### config.mk
export PLATFORM = sky130hd
export DESIGN_NAME = pipe_stage_reg
export DESIGN_NICKNAME = d
export VERILOG_FILES = /design/src/rtl/pipe_pkg.sv /design/src/rtl/pipe_stage_stats.sv /design/src/rtl/pipe_stage_reg.sv
export SDC_FILE = /design/constraint.sdc
export NUM_CORES = 1
export LEC_CHECK = 0
export CAP_MARGIN = 30
export CORE_UTILIZATION = 53
export CTS_CLUSTER_DIAMETER = 100
export DETAILED_ROUTE_END_ITERATION = 6
export GPL_ROUTABILITY_DRIVEN = 0
export PLACE_DENSITY = 0.91
export SYNTH_ARGS = -nofsm -noshare
export SYNTH_HDL_FRONTEND = slang
export SYNTH_SLANG_ARGS = --single-unit
### constraint.sdc
create_clock -name clk -period 6.3 [get_ports clk]
set_clock_uncertainty 0.2 [all_clocks]
set_input_delay 1.89 -clock clk [delete_from_list [all_inputs] [get_ports clk]]
set_output_delay 1.89 -clock clk [all_outputs]
set_load 0.1 [all_outputs]
### src/rtl/pipe_pkg.sv
// Shared definitions for pipeline stage registers: stage occupancy
// encoding, default widths, and the ID/EX control-vector bit layout.
package pipe_pkg;

  typedef enum logic [1:0] {
    ST_EMPTY = 2'd0,
    ST_ONE   = 2'd1,
    ST_FULL  = 2'd2
  } stage_state_t;

  localparam int unsigned DATA_W_DEF = 128;
  localparam int unsigned CTRL_W_DEF = 8;
  localparam int unsigned STAT_W_DEF = 32;

  // ID/EX control vector bit positions
  localparam int unsigned CTRL_BRANCH     = 0;
  localparam int unsigned CTRL_REG_WENA   = 1;
  localparam int unsigned CTRL_MEM_RENA   = 2;
  localparam int unsigned CTRL_MEM_WENA   = 3;
  localparam int unsigned CTRL_JUMP       = 4;
  localparam int unsigned CTRL_JALR       = 5;
  localparam int unsigned CTRL_ALU_SRC    = 6;
  localparam int unsigned CTRL_MEM_TO_REG = 7;

  // True when the stage holds at least one entry (head register valid).
  function automatic logic head_valid(input stage_state_t st);
    return (st != ST_EMPTY);
  endfunction

  // True when the skid register holds an entry.
  function automatic logic skid_occupied(input stage_state_t st);
    return (st == ST_FULL);
  endfunction

endpackage

### src/rtl/pipe_stage_stats.sv
// Saturating statistics counters for a pipeline stage register:
// stall cycles, effective flushes and completed transfers.
// Only instantiated when PIPE_STAGE_STATS_EN is defined.
module pipe_stage_stats
  import pipe_pkg::*;
#(
  parameter int unsigned STAT_W = STAT_W_DEF
) (
  input  logic              clk,
  input  logic              rst,
  input  logic              stall_evt,
  input  logic              flush_evt,
  input  logic              xfer_evt,
  output logic [STAT_W-1:0] stall_cnt,
  output logic [STAT_W-1:0] flush_cnt,
  output logic [STAT_W-1:0] xfer_cnt
);

  // Increment by one, holding at all-ones instead of wrapping.
  function automatic logic [STAT_W-1:0] sat_inc(input logic [STAT_W-1:0] v);
    if (&v) begin
      return v;
    end else begin
      return v + {{(STAT_W-1){1'b0}}, 1'b1};
    end
  endfunction

  // Counter registers: cleared by reset, bumped on each qualifying event.
  always_ff @(posedge clk) begin
    if (rst) begin
      stall_cnt <= {STAT_W{1'b0}};
      flush_cnt <= {STAT_W{1'b0}};
      xfer_cnt  <= {STAT_W{1'b0}};
    end else begin
      if (stall_evt) stall_cnt <= sat_inc(stall_cnt);
      if (flush_evt) flush_cnt <= sat_inc(flush_cnt);
      if (xfer_evt)  xfer_cnt  <= sat_inc(xfer_cnt);
    end
  end

endmodule

### src/rtl/pipe_stage_reg.sv
// Parametrised valid/ready pipeline stage register with a 2-entry skid
// buffer (main + skid). in_ready depends only on registered state, so the
// stage breaks the ready path while still moving one entry per cycle.
// Flush drops every held entry and any entry offered in the same cycle.
// Control bits read as zero whenever the output is not valid.
// Optional feature macro: PIPE_STAGE_STATS_EN adds saturating counters.
module pipe_stage_reg
  import pipe_pkg::*;
#(
  parameter int unsigned DATA_W = DATA_W_DEF,
  parameter int unsigned CTRL_W = CTRL_W_DEF,
  parameter int unsigned STAT_W = STAT_W_DEF
) (
  input  logic              clk,
  input  logic              rst,
  input  logic              in_valid,
  output logic              in_ready,
  input  logic [DATA_W-1:0] in_data,
  input  logic [CTRL_W-1:0] in_ctrl,
  input  logic              flush,
  output logic              out_valid,
  input  logic              out_ready,
  output logic [DATA_W-1:0] out_data,
  output logic [CTRL_W-1:0] out_ctrl
`ifdef PIPE_STAGE_STATS_EN
  ,
  output logic [STAT_W-1:0] stat_stall_cnt,
  output logic [STAT_W-1:0] stat_flush_cnt,
  output logic [STAT_W-1:0] stat_xfer_cnt
`endif
);

  stage_state_t      st;
  stage_state_t      st_next;
  logic [DATA_W-1:0] main_data;
  logic [CTRL_W-1:0] main_ctrl;
  logic [DATA_W-1:0] skid_data;
  logic [CTRL_W-1:0] skid_ctrl;
  logic              main_valid;
  logic              skid_valid;
  logic              in_fire;
  logic              out_fire;
  logic              main_load_in;
  logic              main_load_skid;
  logic              skid_load_in;
  logic              main_ctrl_clr;
  logic              skid_ctrl_clr;

  assign main_valid = head_valid(st);
  assign skid_valid = skid_occupied(st);

  // A full stage never accepts; reset masks acceptance combinationally.
  assign in_ready  = ~skid_valid & ~rst;
  assign out_valid = main_valid;
  assign out_data  = main_data;
  assign out_ctrl  = main_valid ? main_ctrl : {CTRL_W{1'b0}};

  assign in_fire  = in_valid & in_ready;
  assign out_fire = out_valid & out_ready;

  // Next occupancy and register-load decisions; flush overrides everything.
  always_comb begin
    st_next        = st;
    main_load_in   = 1'b0;
    main_load_skid = 1'b0;
    skid_load_in   = 1'b0;
    main_ctrl_clr  = 1'b0;
    skid_ctrl_clr  = 1'b0;
    if (flush) begin
      st_next       = ST_EMPTY;
      main_ctrl_clr = 1'b1;
      skid_ctrl_clr = 1'b1;
    end else begin
      case (st)
        ST_EMPTY: begin
          if (in_fire) begin
            st_next      = ST_ONE;
            main_load_in = 1'b1;
          end else begin
            st_next = ST_EMPTY;
          end
        end
        ST_ONE: begin
          if (in_fire && out_fire) begin
            st_next      = ST_ONE;
            main_load_in = 1'b1;
          end else if (in_fire) begin
            st_next      = ST_FULL;
            skid_load_in = 1'b1;
          end else if (out_fire) begin
            st_next       = ST_EMPTY;
            main_ctrl_clr = 1'b1;
          end else begin
            st_next = ST_ONE;
          end
        end
        ST_FULL: begin
          if (out_fire) begin
            st_next        = ST_ONE;
            main_load_skid = 1'b1;
            skid_ctrl_clr  = 1'b1;
          end else begin
            st_next = ST_FULL;
          end
        end
        default: begin
          st_next       = ST_EMPTY;
          main_ctrl_clr = 1'b1;
          skid_ctrl_clr = 1'b1;
        end
      endcase
    end
  end

  // Occupancy state register.
  always_ff @(posedge clk) begin
    if (rst) begin
      st <= ST_EMPTY;
    end else begin
      st <= st_next;
    end
  end

  // Payload and control registers; data holds across flush, ctrl clears.
  always_ff @(posedge clk) begin
    if (rst) begin
      main_data <= {DATA_W{1'b0}};
      main_ctrl <= {CTRL_W{1'b0}};
      skid_data <= {DATA_W{1'b0}};
      skid_ctrl <= {CTRL_W{1'b0}};
    end else begin
      if (main_load_in) begin
        main_data <= in_data;
      end else if (main_load_skid) begin
        main_data <= skid_data;
      end
      if (main_ctrl_clr) begin
        main_ctrl <= {CTRL_W{1'b0}};
      end else if (main_load_in) begin
        main_ctrl <= in_ctrl;
      end else if (main_load_skid) begin
        main_ctrl <= skid_ctrl;
      end
      if (skid_load_in) begin
        skid_data <= in_data;
      end
      if (skid_ctrl_clr) begin
        skid_ctrl <= {CTRL_W{1'b0}};
      end else if (skid_load_in) begin
        skid_ctrl <= in_ctrl;
      end
    end
  end

`ifdef PIPE_STAGE_STATS_EN
  logic stall_evt;
  logic flush_evt;

  // A full stage already holds entries, so in_valid alone marks a killed input.
  assign stall_evt = out_valid & ~out_ready;
  assign flush_evt = flush & (main_valid | in_valid);

  pipe_stage_stats #(
    .STAT_W (STAT_W)
  ) u_stats (
    .clk       (clk),
    .rst       (rst),
    .stall_evt (stall_evt),
    .flush_evt (flush_evt),
    .xfer_evt  (out_fire),
    .stall_cnt (stat_stall_cnt),
    .flush_cnt (stat_flush_cnt),
    .xfer_cnt  (stat_xfer_cnt)
  );
`endif

endmodule

Word-level counts from Yosys, hierarchy flattened
Cells that the tools add are included.
{ "op_classes": {"eq_ne": 2, "n_mux": 27, "bitwise": 5, "n_reduce_logical": 9} }
{ "op_table": {"columns": ["op", "count"], "rows": [
  ["$mux W128", 2],
  ["$mux W8", 3],
  ["$mux W1", 15],
  ["$reduce_or A2 Y1", 5],
  ["$mux W2", 3],
  ["$pmux W1 S2", 3],
  ["$pmux W2 S3", 1],
  ["$reduce_bool A2 Y1", 2],
  ["$and A1 B1 Y1", 3],
  ["$eq A2 B1 Y1 const B", 1],
  ["$eq A2 B2 Y1 const B", 1],
  ["$logic_not A2 Y1", 1],
  ["$not A1 Y1", 2],
  ["$logic_and A1 B1 Y1", 1]
]} }
{ "totals": {"regBits": 274} }

Longest topological paths before layout
{ "logic_depth": {"ltp_word": 9, "ltp_mapped": 11, "depth_no_buf": 7} }

Least setup slack after synthesis
Ideal clock, no wire load.
{ "synth_path": {"kind": "input to output", "start": "input port rst", "end": "output port in_ready", "t_arrival_ns": 3.701, "t_required_ns": 4.210, "path_slack_ns": 0.509, "cell_stages": 4, "path_cell_list": "buf_2 > clkbuf_1 > clkbuf_1 > nor2_1"} }
{ "synth_between": {"elab_chain_cells": 2} }
{ "synth_rtl": {"columns": ["item", "line", "source"], "rows": [
  ["start, declared", "pipe_stage_reg.sv:15", "input logic rst,"],
  ["$not A1 Y1", "pipe_stage_reg.sv:53", "assign in_ready = ~skid_valid & ~rst;"],
  ["$and A1 B1 Y1", "pipe_stage_reg.sv:53", null],
  ["end, declared", "pipe_stage_reg.sv:17", "output logic in_ready,"]
]} }
Every way passes these cells.

Final worst setup path
{ "layout_path": {"start": "register st[0]", "end": "output port out_ctrl[7]"} }
{ "layout_between": {"elab_chain_cells": 2} }
{ "layout_rtl": {"columns": ["item", "line", "source"], "rows": [
  ["start, declared", "pipe_stage_reg.sv:33", "stage_state_t st;"],
  ["start signal, assigned", "pipe_stage_reg.sv:120", "st <= st_next;"],
  ["$reduce_bool A2 Y1", "pipe_pkg.sv:27", "return (st != ST_EMPTY);"],
  ["$mux W8", "pipe_stage_reg.sv:56", "assign out_ctrl = main_valid ? main_ctrl : {CTRL_W{1'b0}};"],
  ["end, declared", "pipe_stage_reg.sv:24", "output logic [CTRL_W-1:0] out_ctrl"]
]} }
Every way passes these cells.

==> run summary <==
• run status: completed
• aggregate negative setup slack: 0 ps
• Max FO, Critical Path: 12
• synthesized area per cell: 9.08 um2
• Post-Syn Nets: 1395
• most used cells in the layout excluding fill and tap cells: nand2_1 (276), clkdlybuf4s50_1 (276), dfxtp_1 (274)
• share of final-layout standard cells stronger than drive strength 1: 0.0753
• worst slew margin relative to its limit: 0.218
• peak supply drop: 0.000230 V
• area of the mapped netlist: 11400 um2
• critical path class: reg -> out
• fraction of the core area covered by cells at the end of the flow: 0.721
• die extent in x: 148 um
• cell taking the most area after synthesis: dfxtp_1
• count of unique library cells instantiated by Yosys: 28
• number of maximum-capacitance constraint violations: 0
• detailed-route DRC error count: 0
• CTS Buf Count: 28
• total number of vias: 10200
• HP Start: skid_data[6]
• Post-CTS Hold Fix Bufs: 0
• core area: 21000 um2
• ports placed on the boundary: 279
• endpoint class of the critical path: output port
• CTS clk-pin slew, worst paths: 60 ps
• leakage power of the design: 4.83 nW
• RR Startpoint: st[0]
• post-detailed-route wirelength per cell: 18.1 um
• deepest level of the CTS H-tree: 1
• initial detailed-routing violation count: 719
• port bufs: 278
• Clock Sink Count: 274
• number of cell instances on the worst register-to-register path: 7
• clock latency on the worst-skew pair: 540 ps
• power density of the placed cells: 278 nW/um2
• overall fraction of global-route tracks in use: 0.275
• number of pins exceeding their max-slew limit in the final report: 0
• HPWL after detailed placement: 18700 um
• chip height: 148 um
• via density per instance: 5.82
• global route total overflow: 0
• minimum clock period after layout: 4950 ps
• required arrival time at the worst endpoint: 4210 ps
• arrival time of the worst setup path: 2860 ps
• maximum number of pins on one net before global-route repair: 137
• register-to-register setup slack: 2730 ps
• terminating pin of the worst hold path: skid_data[6]
• flop and latch count out of synthesis: 274
• row count: 53
• worst hold slack after final layout: 252 ps
• RSZ-0062 raised after global routing: false
• TritonCTS clock tree: built
• number of buffers on the longest clock path: 3
• antenna-violating nets left: 0
• overall power after layout: 4.21 mW
• synth top area cells: dfxtp_1 (48%), mux2i_1 (12%), nand2_1 (9.2%)
• total non-filler cell area in the finished layout: 15200 um2
• root buf cell: clkbuf_16
• number of iterations in the first detailed-routing pass: 5
• Max Clock Freq: 202 MHz
• number of setup violations in the final report: 0
• share of the clock period used by the worst path after layout: 0.786
• number of cells traversed by the worst hold path: 2
• type of the tightest min-delay check: reg -> reg
• starting density of the core: 0.540
• number of hold-slack violations in the final timing report: 0
• worst-margin pin slew: 1170 ps
• startpoint types: flop
• number of cells produced by synthesis: 1251
• RR Endpoint: out_data[53]
• part of the Yosys area used for sequential elements: 0.483
• post-cts repair resize count: 0
• total die area: 22000 um2
• proportion of netlist area held by the largest area contributor: 0.483
• number of antenna violations at the first check in global routing: 2
• Synthesis Warnings: 0
• post-detailed-routing wire length: 31700 um
• post-CTS setup repair buffer count: 0
• area delta synth->final: 33.5%
• global-route wire length before repair: 49400 um
• number of fill cells in the layout: 1525
• number of global-route vias before repair: 9867
• area of placed instances: 14200 um2
• Post-layout nets: 1597
-- worst max path at each step --
stage                  end  cells past startpoint  startpoint  slack (ps)
3_5_place_dp      in_ready                      3         rst        1490
6_report       out_ctrl[7]                      3       st[0]        1350
3_3_place_gp      in_ready                      3         rst        1530
4_1_cts        out_ctrl[7]                      3       st[0]        1350
2_1_floorplan     in_ready                      4         rst         510
5_1_grt        out_ctrl[7]                      3       st[0]        1270
-- layout make-up --
class | instances | area [um2] | share of cell area
antenna | 2 | 5.00 | 0.000330
clock buffer | 40 | 837 | 0.0552
clock inverter | 12 | 120 | 0.00792
inverter | 3 | 11.3 | 0.000743
multi-input combinational | 853 | 5340 | 0.352
sequential | 274 | 5490 | 0.362
tap | 275 | 344 | 0.0227
timing repair buffer | 293 | 3020 | 0.199
-- metrics by stage --
stage,worst slack (ps),std cells
2_1_floorplan,509,1251
3_3_place_gp,1530,1695
3_5_place_dp,1490,1698
4_1_cts,1350,1750
5_1_grt,1270,1752
6_report,1350,1752
-- where the power goes --
group          total [mW]  internal (mW)  switching [mW]
Combinational       0.710          0.217           0.492
Clock                1.69           1.00           0.686
Sequential           1.81           1.78          0.0279
-- layer usage --
layer  GRT usage  up-vias  part of all wire
li1            -     4814                 -
met1       0.331     4882              0.39
met2       0.463      413              0.49
met3      0.0724       83             0.082
met4       0.119        0             0.036
met5           0        -                 0
-- critical path, stage by stage, from the launching register on --
cell and delay (ps):
dfxtp_1 570, nor2_1 290, nor2b_1 230, clkdlybuf4s50_1 1220
-- cells by family after synthesis --
kind of cell | synth area share
multiplexers | 0.120
adder cells (fa/ha/maj) | 0.00331
buffers and inverters | 0.0518
AO/OA/AOI/OAI | 0.195
flip-flops | 0.483
AND/OR/NAND/NOR | 0.147
-- Yosys cell counts, drive strengths merged --
cell,count
a211oi,16
a21boi,1
a21o,2
a21oi,137
a221oi,128
and3b,1
and4bb,1
buf,61
clkbuf,60
dfxtp,274
ha,3
inv,3
mux2i,136
nand2,277
nand2b,1
nand4bb,1
nor2,132
nor2b,10
nor3,1
nor3b,1
nor4bb,1
o21ai,2
or2,1
or3b,1
-- state kept, by name, indices dropped and copies added, names as in the netlist --
register and cells:
out_data 128, st 2, main_ctrl 8, skid_ctrl 8
skid_data 128
Power figures use the tool's default switching activity.
